**config.mk**
```make
export PLATFORM = sky130hd
export DESIGN_NAME = vedic_mul8_seq
export DESIGN_NICKNAME = d
export VERILOG_FILES = /design/src/rtl/vedic_mul8_seq.sv
export SDC_FILE = /design/constraint.sdc
export NUM_CORES = 1
export LEC_CHECK = 0
export CAP_MARGIN = 20
export CELL_PAD_IN_SITES_DETAIL_PLACEMENT = 0
export CELL_PAD_IN_SITES_GLOBAL_PLACEMENT = 1
export CORE_MARGIN = 8
export CORE_UTILIZATION = 42
export DETAILED_ROUTE_END_ITERATION = 8
export DONT_BUFFER_PORTS = 1
export PLACE_DENSITY = 0.82
export RECOVER_POWER = 100
export SYNTH_ARGS = -nofsm -noshare
export SYNTH_HDL_FRONTEND = slang
export SYNTH_SLANG_ARGS = --single-unit
```
**constraint.sdc**
```tcl
create_clock -name clk -period 6 [get_ports clk]
set_clock_uncertainty 0.15 [all_clocks]
set_input_delay 0.3 -clock clk [delete_from_list [all_inputs] [get_ports clk]]
set_output_delay 0.3 -clock clk [all_outputs]
set_load 0.02 [all_outputs]
```
**src/rtl/vedic_mul8_seq.sv**
```systemverilog
// Sequential 8x8 unsigned Vedic multiplier: one 4x4 crosswise partial product per cycle.
// Optional completed-product counter on done_count when VEDIC_PERF_CNT_EN is defined.
module vedic_mul8_seq (
    input  logic        clk,
    input  logic        rst,
    input  logic        in_valid,
    output logic        in_ready,
    input  logic [7:0]  a,
    input  logic [7:0]  b,
    output logic        out_valid,
    input  logic        out_ready,
`ifdef VEDIC_PERF_CNT_EN
    output logic [7:0]  done_count,
`endif
    output logic [15:0] product
);

    // state  | meaning
    // S_IDLE | waiting for operands, in_ready high
    // S_MUL  | accumulating partial product step_q (0..3)
    // S_DONE | product valid, held until out_ready
    typedef enum logic [1:0] {S_IDLE, S_MUL, S_DONE} state_t;

    state_t      state_q, state_d;
    logic [1:0]  step_q, step_d;
    logic [7:0]  a_q, a_d;
    logic [7:0]  b_q, b_d;
    logic [15:0] acc_q, acc_d;

    logic [3:0]  nib_a, nib_b;
    logic [7:0]  pp;
    logic [11:0] addend;
    logic [11:0] sum;
    logic        carry;

    // step 1 and 3 use aH, step 2 and 3 use bH
    assign nib_a  = step_q[0] ? a_q[7:4] : a_q[3:0];
    assign nib_b  = step_q[1] ? b_q[7:4] : b_q[3:0];
    assign pp     = {4'h0, nib_a} * {4'h0, nib_b};
    assign addend = (step_q == 2'd3) ? {pp, 4'h0} : {4'h0, pp};

    always_comb begin
        sum   = '0;
        carry = 1'b0;
        for (int i = 0; i < 12; i++) begin
            sum[i] = acc_q[i+4] ^ addend[i] ^ carry;
            carry  = (acc_q[i+4] & addend[i]) | (carry & (acc_q[i+4] ^ addend[i]));
        end
    end

    always_comb begin
        state_d = state_q;
        step_d  = step_q;
        a_d     = a_q;
        b_d     = b_q;
        acc_d   = acc_q;
        case (state_q)
            S_IDLE: begin
                if (in_valid) begin
                    a_d     = a;
                    b_d     = b;
                    acc_d   = '0;
                    step_d  = 2'd0;
                    state_d = S_MUL;
                end
            end
            S_MUL: begin
                if (step_q == 2'd0) begin
                    acc_d = {8'h00, pp};
                end else begin
                    acc_d = {sum, acc_q[3:0]};
                end
                step_d = step_q + 2'd1;
                if (step_q == 2'd3) begin
                    state_d = S_DONE;
                end
            end
            S_DONE: begin
                if (out_ready) begin
                    state_d = S_IDLE;
                end
            end
            default: state_d = S_IDLE;
        endcase
    end

    always_ff @(posedge clk) begin
        if (rst) begin
            state_q <= S_IDLE;
            step_q  <= 2'd0;
            a_q     <= 8'h00;
            b_q     <= 8'h00;
            acc_q   <= 16'h0000;
        end else begin
            state_q <= state_d;
            step_q  <= step_d;
            a_q     <= a_d;
            b_q     <= b_d;
            acc_q   <= acc_d;
        end
    end

    assign in_ready  = (state_q == S_IDLE);
    assign out_valid = (state_q == S_DONE);
    assign product   = acc_q;

`ifdef VEDIC_PERF_CNT_EN
    logic [7:0] done_count_q, done_count_d;

    assign done_count_d = (out_valid && out_ready) ? done_count_q + 8'd1 : done_count_q;

    always_ff @(posedge clk) begin
        if (rst) begin
            done_count_q <= 8'h00;
        end else begin
            done_count_q <= done_count_d;
        end
    end

    assign done_count = done_count_q;
`endif

endmodule

```
==> reports/metrics.csv <==
metric,value,unit
status,"finished, final reports clean",
"Max FO, Critical Path",4,
ys async rst share,0,%
Row Count,26,
"Distinct cells, synth",39,
IO buf count,0,
min-delay worst type,in2reg,
DP Wirelength,3.82,mm
Gate power share,13.4,%
Synth Flop Type,dfxtp_1,
Syn Inst Count,270,
Slew @ Worst Pin,825,ps
Die Wd,89.2,µm
Layout area overhead,20.7,%
area of the die,7960,µm²
maxcap violations,0,
DR pass1 iterations,4,
I/O Pins,38,
Core Region,5140,µm²
Period minus WS final,5900,ps
share of cells above drive strength 1,14.8,%
"commonest cells after routing, fill and taps aside","nand2_1 (46), nor2_1 (38), dfxtp_1 (34)",
Power Density,186,nW/µm²
syn avg cell area,8.34,µm²
CTS root buf,clkbuf_8,
sequential fraction of the synthesis area,32.0,%
met1 Track Usage GR,16.8,%
Hold Fails Final Rpt,0,
Synthesis Warnings,0,
vias per inst,5.05,
f_max,169,MHz
final worst slack,95.2,ps
RSZ-0062 raised after global routing,yes,
setup violators final,0,
GRT overflow,0,
Worst EP arrival,5970,ps
initial antenna violation count,0,
Clock Sink Count,36,
total chip power,0.504,mW
grt peak-use layer,met2,
first-pass GRT wire length,8.57,mm
worst skew pair latency,290,ps
Sw Pwr,0.133,mW
total internal power,0.371,mW
H-tree depth,2,
Reg power frac,50.2,%
P_leak,1.08,nW
Final ANT Viol Nets,0,
"EDFF count, synth",0,
antenna cells,0,
met3 Use GR,4.69,%
period utilization,98.4,%
CTS max path bufs,2,
routed len/inst,13.8,µm
Final #Nets,346,
crit start category,register,
Clock power frac,36.4,%
"commonest non-fill, non-tap cell in the layout",nand2_1,
DR DRC count,0,
met2 Usage GRT,23.0,%
Post-DP Area,2410,µm²
Filler cells,509,
Crit. End Element,register,
Max Slew Vio Count,0,
Post-Syn Area,2250,µm²
final wirelength,5.07,mm
Clock transition at path regs,80,ps
GPL Wtd Cong,0.818,
VDD IR-drop max,100,µV
Starting DRT DRC Count,80,
WP data required,6060,ps
fin area,2720,µm²
vias in the first global route,1799,
Total GRT Usage,14.1,%
TritonCTS clock tree,done,
Sw Ratio,26.4,%
#FFs+latches synth,36,
CP Class,reg2reg,
die height,89.2,µm
CTS Buf Count,5,
pin count of the biggest net entering global routing,36,
Setup WS pre-CTS,-113,ps
Vias,1858,
Post-Syn Nets,319,
Initial Util,43.8,%
relative slew slack,45.0,%
critical path, stage by stage, from the launching register on:
cell and delay, ps:
dfxtp_4 370, mux2i_1 140, or2_4 260, fa_1 550, inv_2 40, fa_2 570
fa_2 450, nand2_2 80, fa_2 190, inv_1 50, fa_2 340, fa_2 370
fa_2 350, fa_2 340, inv_2 60, fa_1 140, inv_1 50, fa_2 340
fa_2 340, or4_1 470, o2111ai_1 180
worst paths after layout:
check / start / to / slack, ps / depth (start not counted)
hold / removal: in_valid / state_q[0] / 70 / 2
setup / recovery: step_q[1] / product[15] / 100 / 20
hold reg to reg: a_q[2] / a_q[2] / 300 / 2
setup reg to reg: step_q[1] / product[15] / 100 / 20
final cells by class:
class,instances,area [µm²],area share [%]
well taps,70,87.6,3.22
multi-input cells,207,1460,53.8
flip-flops and latches,36,728,26.8
inverters,14,52.6,1.93
repair buffers,33,297,10.9
clock buffers,8,90.1,3.31
through the flow:
| step | utilization (%) | hold slack (ps) | instances | TNS [ps] |
|---|---|---|---|---|
| final | 52.9 | 72.3 | 368 | 0 |
| after global placement | 46.9 | 225 | 341 | -8.37 |
| after global routing | 52.9 | 80.1 | 368 | -70.9 |
| after CTS | 52.6 | 71.5 | 366 | -7.86 |
| after detailed placement | 46.9 | 225 | 341 | -113 |
| after floorplan | - | 286 | 270 | 0 |
repair_timing:
item                                   4_1_cts  5_1_grt
resized for setup                           11        2
endpoints found under the hold margin       35        0
pin swaps                                    9        8
buffers inserted                             0        1
setup endpoints to repair                    1        1
hold buffers                                17        0
power by group through the flow:
stage | combinational [mW] | sequential [mW] | clock, mW
final | 0.0675 | 0.253 | 0.184
after global routing | 0.0755 | 0.254 | 0.200
after CTS | 0.0668 | 0.253 | 0.188
after detailed placement | 0.0531 | 0.259 | 0
after global placement | 0.0523 | 0.259 | 0
after floorplan | 0.0421 | 0.257 | 0
layer usage:
layer  up-vias  part of all wire, %
met5         -                    0
met4         0                  1.3
met3         6                  5.2
met2        33                   48
met1       863                   45
li1        956                    -
cell families (layout without fill, tap and decap cells):
logic type,after synthesis,after routing,share of synthesized area [%]
buf+inv,27,55,4.72
mux,10,10,4.44
xor+xnor,4,4,1.56
compound gates,53,53,14.4
fa+ha+maj,29,29,20.8
simple gates,111,111,22.1
flops,36,36,32.0
flip-flops by register name, indices dropped and copies added, names as in the netlist:
name / cells
a_q: 8
b_q: 8
product: 16
state_q: 2
step_q: 2
cell usage after synthesis, drive strengths merged, types with 3 or more instances:
library cell  number  area share, %
ha                15            8.3
and2               3           0.83
mux2i             10            4.4
xor2               3            1.2
buf                5            1.1
nor2b              3           0.83
or2                4            1.1
dfxtp             36             32
inv               14            2.3
a21oi             28            6.2
a22oi             11            3.7
o21ai              3           0.67
fa                14             12
nand2             47            7.8
clkbuf             8            1.3
nor2              38            6.3
Note: power is estimated with default switching activity, not from simulation.
